**config.mk**
```make
export PLATFORM = sky130hd
export DESIGN_NAME = sid_bus_responder_flat
export DESIGN_NICKNAME = d
export VERILOG_FILES = /design/src/rtl/sid_bus_responder_if.sv /design/src/rtl/sid_bus_responder.sv /design/src/flat_wrapper.sv
export SDC_FILE = /design/constraint.sdc
export NUM_CORES = 1
export LEC_CHECK = 0
export ABC_CLOCK_PERIOD_IN_PS = 2750
export BUFFER_PORTS_ARGS = -buffer_cell sky130_fd_sc_hd__buf_2
export CAP_MARGIN = 20
export CORE_AREA = 2 2 170 172
export CTS_BUF_LIST = sky130_fd_sc_hd__clkbuf_16
export DETAILED_ROUTE_END_ITERATION = 10
export DIE_AREA = 0 0 172 174
export PLACE_DENSITY = 0.67
export SLEW_MARGIN = 40
export SYNTH_ARGS = -nofsm -noshare
export SYNTH_HDL_FRONTEND = slang
export SYNTH_SLANG_ARGS = --single-unit
```
**constraint.sdc**
```tcl
create_clock -name C6_CLK_8MHZ -period 2.75 [get_ports C6_CLK_8MHZ]
set_input_delay 0.4125 -clock C6_CLK_8MHZ [delete_from_list [all_inputs] [get_ports C6_CLK_8MHZ]]
set_output_delay 0.4125 -clock C6_CLK_8MHZ [all_outputs]
set_load 0.05 [all_outputs]
```
**src/rtl/sid_bus_responder_if.sv**
```systemverilog
// SID register bus as seen at the chip pins: initiator-driven controls plus the read-data pad.
interface sid_bus_responder_if;
    logic       SID_CLK;
    logic       SID_NOTRES;
    logic       SID_NOTCS;
    logic       SID_RW;
    logic [4:0] SID_ADDR;
    logic [7:0] SID_DATA_IN;
    logic [7:0] SID_DATA_OUT;
    logic       SID_DATA_OE;

    // Initiator side: drives phase-2, select and write data, sees the read pad.
    modport master (
        output SID_CLK,
        output SID_NOTRES,
        output SID_NOTCS,
        output SID_RW,
        output SID_ADDR,
        output SID_DATA_IN,
        input  SID_DATA_OUT,
        input  SID_DATA_OE
    );

    // Chip side: samples the bus, drives the read pad.
    modport slave (
        input  SID_CLK,
        input  SID_NOTRES,
        input  SID_NOTCS,
        input  SID_RW,
        input  SID_ADDR,
        input  SID_DATA_IN,
        output SID_DATA_OUT,
        output SID_DATA_OE
    );
endinterface

```
**src/rtl/sid_bus_responder.sv**
```systemverilog
// sid_bus_responder: MOS6581-style register bus slave running on the 8 MHz system clock.
// Oversamples SID_CLK, commits writes to a register shadow plus a strobe stream, answers reads.
module sid_bus_responder #(
    parameter int unsigned SYNC_STAGES  = 2,
    parameter int unsigned DECAY_CYCLES = 2000
) (
    input  logic               C6_CLK_8MHZ,
    input  logic               SID_RESET,
    sid_bus_responder_if.slave bus,
    input  logic [7:0]         POTX,
    input  logic [7:0]         POTY,
    input  logic [7:0]         OSC3,
    input  logic [7:0]         ENV3,
    output logic               WR_STROBE,
    output logic [4:0]         WR_ADDR,
    output logic [7:0]         WR_DATA,
    input  logic [4:0]         SHD_ADDR,
    output logic [7:0]         SHD_DATA
);

    localparam int unsigned NUM_REGS = 29;
    localparam int unsigned SW       = 17;
    localparam int unsigned DW       = $clog2(DECAY_CYCLES + 1);

    localparam logic [4:0]    LAST_WR_ADDR = 5'h18;
    localparam logic [4:0]    ADDR_POTX    = 5'h19;
    localparam logic [4:0]    ADDR_POTY    = 5'h1A;
    localparam logic [4:0]    ADDR_OSC3    = 5'h1B;
    localparam logic [4:0]    ADDR_ENV3    = 5'h1C;
    localparam logic [DW-1:0] DECAY_MAX    = DW'(DECAY_CYCLES);

    typedef enum logic [1:0] {
        ST_RST  = 2'd0,
        ST_IDLE = 2'd1,
        ST_ACC  = 2'd2
    } state_e;

    // Synchronizer pipe and edge history
    logic [SW-1:0] pins_c;
    logic [SW-1:0] sync_q [SYNC_STAGES];
    logic [SW-1:0] bus_s;
    logic          clk_prev_q;

    logic          clk_s;
    logic          notres_s;
    logic          cs_n_s;
    logic          rw_s;
    logic [4:0]    addr_s;
    logic [7:0]    data_s;

    logic          rise_c;
    logic          fall_c;
    logic          bus_rst_c;

    // FSM
    state_e        state_q;
    state_e        state_d;
    logic          acc_start_c;
    logic          acc_end_c;
    logic          wr_commit_c;

    // Datapath
    logic          cap_rw_q;
    logic [4:0]    cap_addr_q;
    logic [7:0]    shadow_q [NUM_REGS];
    logic [7:0]    latch_q;
    logic [DW-1:0] decay_q;
    logic [7:0]    latch_eff_c;
    logic [7:0]    rd_val_c;
    logic          wr_strobe_q;
    logic [4:0]    wr_addr_q;
    logic [7:0]    wr_data_q;
    logic [7:0]    dout_q;
    logic          oe_q;
    logic [7:0]    shd_data_q;

    assign pins_c = {bus.SID_CLK, bus.SID_NOTRES, bus.SID_NOTCS, bus.SID_RW,
                     bus.SID_ADDR, bus.SID_DATA_IN};

    // All bus pins share one delay pipe so select/address/data stay aligned with SID_CLK.
    // Left unreset so edge history is continuous across reset and no false RISE appears on release.
    always_ff @(posedge C6_CLK_8MHZ) begin
        sync_q[0] <= pins_c;
        for (int unsigned i = 1; i < SYNC_STAGES; i++) begin
            sync_q[i] <= sync_q[i-1];
        end
        clk_prev_q <= clk_s;
    end

    assign bus_s    = sync_q[SYNC_STAGES-1];
    assign clk_s    = bus_s[16];
    assign notres_s = bus_s[15];
    assign cs_n_s   = bus_s[14];
    assign rw_s     = bus_s[13];
    assign addr_s   = bus_s[12:8];
    assign data_s   = bus_s[7:0];

    assign rise_c    = clk_s & ~clk_prev_q;
    assign fall_c    = ~clk_s & clk_prev_q;
    assign bus_rst_c = ~notres_s;

    // FSM state register.
    always_ff @(posedge C6_CLK_8MHZ) begin
        if (SID_RESET) begin
            state_q <= ST_RST;
        end else begin
            state_q <= state_d;
        end
    end

    // FSM next state and per-cycle access controls; bus reset overrides everything.
    always_comb begin
        state_d     = state_q;
        acc_start_c = 1'b0;
        acc_end_c   = 1'b0;
        wr_commit_c = 1'b0;
        case (state_q)
            ST_RST: begin
                state_d = ST_IDLE;
            end
            ST_IDLE: begin
                if (rise_c && !cs_n_s) begin
                    state_d     = ST_ACC;
                    acc_start_c = 1'b1;
                end
            end
            ST_ACC: begin
                if (fall_c) begin
                    state_d     = ST_IDLE;
                    acc_end_c   = 1'b1;
                    wr_commit_c = ~cap_rw_q;
                end
            end
            default: begin
                state_d = ST_RST;
            end
        endcase
        if (bus_rst_c) begin
            state_d     = ST_RST;
            acc_start_c = 1'b0;
            acc_end_c   = 1'b0;
            wr_commit_c = 1'b0;
        end
    end

    // Read mux: analog/voice registers are live inputs, everything else returns the decaying bus latch.
    always_comb begin
        latch_eff_c = (decay_q == DECAY_MAX) ? 8'h00 : latch_q;
        case (addr_s)
            ADDR_POTX: rd_val_c = POTX;
            ADDR_POTY: rd_val_c = POTY;
            ADDR_OSC3: rd_val_c = OSC3;
            ADDR_ENV3: rd_val_c = ENV3;
            default:   rd_val_c = latch_eff_c;
        endcase
    end

    // Access capture, write commit, read return, bus latch decay and shadow debug port.
    always_ff @(posedge C6_CLK_8MHZ) begin
        if (SID_RESET || bus_rst_c) begin
            cap_rw_q    <= 1'b1;
            cap_addr_q  <= 5'h00;
            for (int unsigned i = 0; i < NUM_REGS; i++) begin
                shadow_q[i] <= 8'h00;
            end
            latch_q     <= 8'h00;
            decay_q     <= '0;
            wr_strobe_q <= 1'b0;
            wr_addr_q   <= 5'h00;
            wr_data_q   <= 8'h00;
            dout_q      <= 8'h00;
            oe_q        <= 1'b0;
            shd_data_q  <= 8'h00;
        end else begin
            wr_strobe_q <= 1'b0;

            if (acc_start_c) begin
                cap_rw_q   <= rw_s;
                cap_addr_q <= addr_s;
                if (rw_s) begin
                    dout_q  <= rd_val_c;
                    latch_q <= rd_val_c;
                    oe_q    <= 1'b1;
                end
            end

            if (acc_end_c) begin
                oe_q <= 1'b0;
            end

            if (wr_commit_c) begin
                latch_q <= data_s;
                decay_q <= '0;
                if (cap_addr_q <= LAST_WR_ADDR) begin
                    shadow_q[cap_addr_q] <= data_s;
                    wr_addr_q            <= cap_addr_q;
                    wr_data_q            <= data_s;
                    wr_strobe_q          <= 1'b1;
                end
            end else if (fall_c && state_q != ST_RST && decay_q != DECAY_MAX) begin
                decay_q <= decay_q + DW'(1);
            end

            shd_data_q <= (SHD_ADDR < 5'(NUM_REGS)) ? shadow_q[SHD_ADDR] : 8'h00;
        end
    end

    assign bus.SID_DATA_OUT = dout_q;
    assign bus.SID_DATA_OE  = oe_q;
    assign WR_STROBE        = wr_strobe_q;
    assign WR_ADDR          = wr_addr_q;
    assign WR_DATA          = wr_data_q;
    assign SHD_DATA         = shd_data_q;

endmodule

```
**src/flat_wrapper.sv**
```systemverilog
// flat-port wrapper written by rule: the top's interface ports become plain ports
module sid_bus_responder_flat 
#(
    parameter int unsigned SYNC_STAGES  = 2,
    parameter int unsigned DECAY_CYCLES = 2000
)
  (C6_CLK_8MHZ, SID_RESET, POTX, POTY, OSC3, ENV3, WR_STROBE, WR_ADDR, WR_DATA, SHD_ADDR, SHD_DATA, bus_SID_CLK, bus_SID_NOTRES, bus_SID_NOTCS, bus_SID_RW, bus_SID_ADDR, bus_SID_DATA_IN, bus_SID_DATA_OUT, bus_SID_DATA_OE);
  sid_bus_responder_if bus_i ();
  input  logic C6_CLK_8MHZ;
  input  logic SID_RESET;
  input  logic [7:0] POTX;
  input  logic [7:0] POTY;
  input  logic [7:0] OSC3;
  input  logic [7:0] ENV3;
  output logic WR_STROBE;
  output logic [4:0] WR_ADDR;
  output logic [7:0] WR_DATA;
  input  logic [4:0] SHD_ADDR;
  output logic [7:0] SHD_DATA;
  input wire logic [$bits(bus_i.SID_CLK)-1:0] bus_SID_CLK;
  input wire logic [$bits(bus_i.SID_NOTRES)-1:0] bus_SID_NOTRES;
  input wire logic [$bits(bus_i.SID_NOTCS)-1:0] bus_SID_NOTCS;
  input wire logic [$bits(bus_i.SID_RW)-1:0] bus_SID_RW;
  input wire logic [$bits(bus_i.SID_ADDR)-1:0] bus_SID_ADDR;
  input wire logic [$bits(bus_i.SID_DATA_IN)-1:0] bus_SID_DATA_IN;
  output wire logic [$bits(bus_i.SID_DATA_OUT)-1:0] bus_SID_DATA_OUT;
  output wire logic [$bits(bus_i.SID_DATA_OE)-1:0] bus_SID_DATA_OE;
  assign bus_i.SID_CLK = bus_SID_CLK;
  assign bus_i.SID_NOTRES = bus_SID_NOTRES;
  assign bus_i.SID_NOTCS = bus_SID_NOTCS;
  assign bus_i.SID_RW = bus_SID_RW;
  assign bus_i.SID_ADDR = bus_SID_ADDR;
  assign bus_i.SID_DATA_IN = bus_SID_DATA_IN;
  assign bus_SID_DATA_OUT = bus_i.SID_DATA_OUT;
  assign bus_SID_DATA_OE = bus_i.SID_DATA_OE;
  sid_bus_responder #(.SYNC_STAGES(SYNC_STAGES), .DECAY_CYCLES(DECAY_CYCLES)) u_core (.C6_CLK_8MHZ(C6_CLK_8MHZ), .SID_RESET(SID_RESET), .bus(bus_i), .POTX(POTX), .POTY(POTY), .OSC3(OSC3), .ENV3(ENV3), .WR_STROBE(WR_STROBE), .WR_ADDR(WR_ADDR), .WR_DATA(WR_DATA), .SHD_ADDR(SHD_ADDR), .SHD_DATA(SHD_DATA));
endmodule
```
Word-level counts from Yosys, hierarchy flattened
Memory sizes are Yosys's and may differ from the RTL's. A register that Yosys moved wholly into a read port is not among the register bits.
Cells that the tools add are included.
{ "op_classes": {"bitwise": 7, "n_lt_le_gt_ge": 2, "muxes": 26, "n_eq_ne": 10, "reduce_logical": 18, "add_sub_neg": 1} }
{ "op_table": {"columns": ["op", "count"], "rows": [
  ["$mux 8", 5],
  ["$pmux 8 s4", 1],
  ["$eq 5x5->1 const B", 4],
  ["$mux 1", 16],
  ["$add 11x1->11 const B", 1],
  ["$eq 11x11->1 const B", 1],
  ["$ne 11x11->1 const B", 1],
  ["$reduce_and 2->1", 4],
  ["$reduce_or 2->1", 4],
  ["$reduce_or 8->1", 1],
  ["$pmux 2 s3", 1],
  ["$reduce_bool 2->1", 3],
  ["$le 5x5->1 const B", 1],
  ["$lt 5x5->1 const B", 1],
  ["$mux 5", 1],
  ["$not 1->1", 5],
  ["$mux 2", 2],
  ["$ne 2x1->1 const B", 2],
  ["$logic_and 1x1->1", 3],
  ["$and 1x1->1", 2],
  ["$eq 2x1->1 const B", 1],
  ["$eq 2x2->1 const B", 1],
  ["$logic_not 2->1", 1],
  ["$logic_not 1->1", 1],
  ["$logic_or 1x1->1", 1]
]} }
{ "word_totals": {"out_inout_bits": 31, "reg_bits": 51, "ramBits": 266, "memories": 2, "wordCells": 77, "inputBits": 56} }
{ "mem_list": {"columns": ["name", "depth", "width", "read_ports", "rd_ports_with_merged_regs", "wr", "line_no", "text"], "rows": [
  ["u_core.shadow_q", 29, 8, 1, 1, 29, "sid_bus_responder.sv:65", "logic [7:0] shadow_q [NUM_REGS];"],
  ["u_core.sync_q", 2, 17, 2, 0, 2, "sid_bus_responder.sv:40", "logic [SW-1:0] sync_q [SYNC_STAGES];"]
]} }

Depth between registers and ports, before layout
{ "logic_depth": {"depth_word": 10, "mapped_depth": 7} }

Least setup slack after synthesis
Ideal clock, no wire load.
{ "synth_path": {"path_type": "reg2reg", "start": "register u_core.state_q[0]", "end": "memory u_core.shadow_q[10][0] (enable)", "synth_period_minus_slack_ns": 2.537, "path_stages_with_launch": 5, "path_buffers": 0, "t_arrival_ns": 2.153, "t_required_ns": 2.366, "slack_ns": 0.213, "setup_time_ns": 0.384, "cell_sequence": "dfxtp_1 > nand3b_1 > or3_4 > or4_4 > o21ai_0"} }
{ "synth_lines": {"columns": ["item", "line_no", "text"], "rows": [
  ["start, declared", "sid_bus_responder.sv:56", "state_e state_q;"],
  ["start signal, assigned", "sid_bus_responder.sv:107", "state_q <= state_d;"],
  ["end, declared", "sid_bus_responder.sv:65", null]
]} }

==> impl_metrics.env <==
export IMPL_layoutNonFillerInstCount=1595
export IMPL_ios=87
export IMPL_synth_edf_count=232
export IMPL_period_minus_slack_ns=2.346
export IMPL_relSlewSlack_pct=47.27
export IMPL_rsz0062_at_grt="false"
export IMPL_cp_start_kind="register"
export IMPL_timing_rr_start="u_core.state_q[1]$_SDFFE_PP0P_"
export IMPL_slew_viol_final=0
export IMPL_end_kind="register"
export IMPL_setup_viol=0
export IMPL_min_delay_start="POTX[3]"
export IMPL_drt_total_wl_um=31860
export IMPL_root_buffer="clkbuf_16"
export IMPL_synth_seq_area_share_pct=63.80
export IMPL_leakage_nw=6.509
export IMPL_clk_pin_slew_worst_paths_ns=0.06
export IMPL_yosysUniqueCellTypes=59
export IMPL_initial_core_util_pct=49.01
export IMPL_synth_common_cells="232 x edfxtp_1, 202 x and2_1, 93 x dfxtp_1"
export IMPL_worstMarginPinSlew_ns=0.7850
export IMPL_total_power_mw=10.45
export IMPL_firstDrtPassIters=5
export IMPL_cts_tree="built"
export IMPL_cts_resized=0
export IMPL_wire_per_inst_um=19.97
export IMPL_io_buffers=86
export IMPL_gp_congestion=0.8612
export IMPL_synthFlopType="edfxtp_1"
export IMPL_numCtsBuffers=35
export IMPL_grt_first_pass_wirelength_um=50760
export IMPL_area_delta_synth_final_pct=17.51
export IMPL_nets=1242
export IMPL_grt_max_degree=39
export IMPL_vias=8620
export IMPL_synth_area_leaders="edfxtp_1 50%, dfxtp_1 13%, and2_1 9.1%, mux2i_1 6.2%, mux4_2 3.9%"
export IMPL_cap_violations=0
export IMPL_dp_hpwl_um=22120
export IMPL_status="finished clean"
export IMPL_diodes=0
export IMPL_layout_drive_gt1_share_pct=19.65
export IMPL_clkSinkCount=325
export IMPL_hp_class="in -> reg"
export IMPL_finalCritPeriodShare_pct=85.32
export IMPL_regToRegEndpoint="u_core.shadow_q[18][3]$_SDFFCE_PN0P_"
export IMPL_clkLatencyLatePin_ns=0.52
export IMPL_path_class="reg -> reg"
export IMPL_critical_path_required_ns=2.91
export IMPL_dr_first_iter_drc_count=653
export IMPL_die_width_um=172
export IMPL_coreArea_um2=28240
export IMPL_synth_most_common_cell="edfxtp_1"
export IMPL_cp_arrival_ns=2.51
export IMPL_cp_max_fo=12
export IMPL_rows=62
export IMPL_clk_path_buf_depth=3
export IMPL_skew_ns=0.009867
export IMPL_yosysWarnings=0
export IMPL_die_y_um=174
export IMPL_reg2reg_setup_slack_ns=0.40
export IMPL_report_final_hold_viol_count=0
export IMPL_syn_area_um2=13840
export IMPL_max_freq_mhz=426.2
export IMPL_powerDensity_nw_per_um2=642.7
export IMPL_post_cts_buffers=0
export IMPL_htreeDepth=2
export IMPL_drtAntennaViolNets=0
export IMPL_synth_top_area_share_pct=50.34
export IMPL_ctsHoldBuffers=17
export IMPL_min_to="u_core.latch_q[3]$_SDFFE_PP0P_"
export IMPL_synth_seq_cells=325
export IMPL_dieArea_um2=29930
export IMPL_hold_depth=4
export IMPL_antenna_found_initial=0
export IMPL_synthCells=1027
export IMPL_async_reset_ff_share_pct=0
export IMPL_grt_pass1_vias=8914
export IMPL_reg2reg_depth=4
export IMPL_max_vdd_ir_drop_mv=0.4787
export IMPL_grt_usage_pct=22.26
export IMPL_avgSynthCellArea_um2=13.47
export IMPL_dp_cells=1514
export IMPL_drcViolationCount=0
export IMPL_fin_util_pct=57.59
export IMPL_tns_ns=0
export IMPL_grt_overflow_total=0
export IMPL_yosysTopAreaCell="edfxtp_1"
export IMPL_viasPerCell=5.404
[layout by cell type (no fill, tap or decap), types with 12 or more instances in the layout]
master           n
a21oi_1         12
a22oi_1         56
and2_1         202
buf_2           85
buf_4           52
clkbuf_16       35
conb_1          32
dfxtp_1         93
dlygate4sd3_1   17
edfxtp_1       232
inv_1           15
mux2i_1         86
mux4_2          24
nand2_1         16
nand2b_1        17
nand3_1         32
nand4_1         15
nor2_1          47
nor3_1          12
o21ai_0         18
[sequential cells by signal, summed over array words and instances (netlist names), 2 cells and up]
name	cells
u_core.WR_DATA	8
u_core.state_q	2
u_core.WR_ADDR	5
u_core.cap_addr_q	5
u_core.shadow_q	232
u_core.decay_q	11
u_core.SHD_DATA	8
u_core.sync_q	34
u_core.latch_q	8
u_core.bus.SID_DATA_OUT	8
[routing by layer]
layer,routed length [um],GRT usage (%)
met3,1987,4.053
met5,0,0
met1,13720,29.79
met4,854,7.003
met2,15300,36.91
[area by class of cell]
type                       instances  area [um2]
fill                            2323       11980
inverter                           6       22.52
clock buffer                      35       875.8
multi-input combinational        660        4845
sequential                       325        8828
tap                              384       480.5
timing repair buffer             156        1026
clock inverter                    29       183.9
[how the worst max path moves through the flow]
stage / startpoint / end / slack [ns] / depth (start not counted)
finish: u_core.state_q[1]$_SDFFE_PP0P_ / u_core.shadow_q[18][3]$_SDFFCE_PN0P_ / 0.40 / 4
floorplan: u_core.state_q[0]$_SDFFE_PP0P_ / u_core.shadow_q[10][0]$_SDFFCE_PN0P_ / 0.21 / 4
CTS: u_core.state_q[1]$_SDFFE_PP0P_ / u_core.shadow_q[14][0]$_SDFFCE_PN0P_ / 0.39 / 5
global route: u_core.state_q[1]$_SDFFE_PP0P_ / u_core.shadow_q[21][5]$_SDFFCE_PN0P_ / 0.24 / 5
detailed placement: SID_RESET / u_core.shadow_q[12][3]$_SDFFCE_PN0P_ / 0.39 / 7
global placement: SID_RESET / u_core.shadow_q[14][2]$_SDFFCE_PN0P_ / 0.39 / 7
[worst max-delay path: stages, from the launching register on]
cell and delay [ns]:
dfxtp_1 0.42, nand3b_1 0.14, or3_4 0.46, nor4_2 0.51, nand2b_1 0.46
[cells by family after synthesis]
kind of cell | after synthesis | share of synthesized area [%]
xor+xnor | 9 | 0.5697
flops | 325 | 63.80
mux | 110 | 10.13
compound gates | 120 | 6.212
fa+ha+maj | 2 | 0.1808
other cells | 1 | 0.02710
simple gates | 387 | 16.98
buf+inv | 73 | 2.107
[through the flow]
stage	hold WS, ns	setup slack [ns]	cell area, um2
4_1_cts	0.3063	0.3931	16260
3_5_place_dp	0.3121	0.3892	15030
5_1_grt	0.3238	0.2430	16260
3_3_place_gp	0.3108	0.3944	15030
6_report	0.3228	0.4037	16260
2_1_floorplan	0.3096	0.2126	13950
[power by group]
part	total [mW]	leakage [nW]	switching [mW]	internal, mW
combinational	0.568	2.63	0.347	0.221
clock	4.36	0.568	1.86	2.51
sequential	5.52	3.31	0.0935	5.43
total	10.5	6.51	2.30	8.15
(Power assumes the default switching activity.)
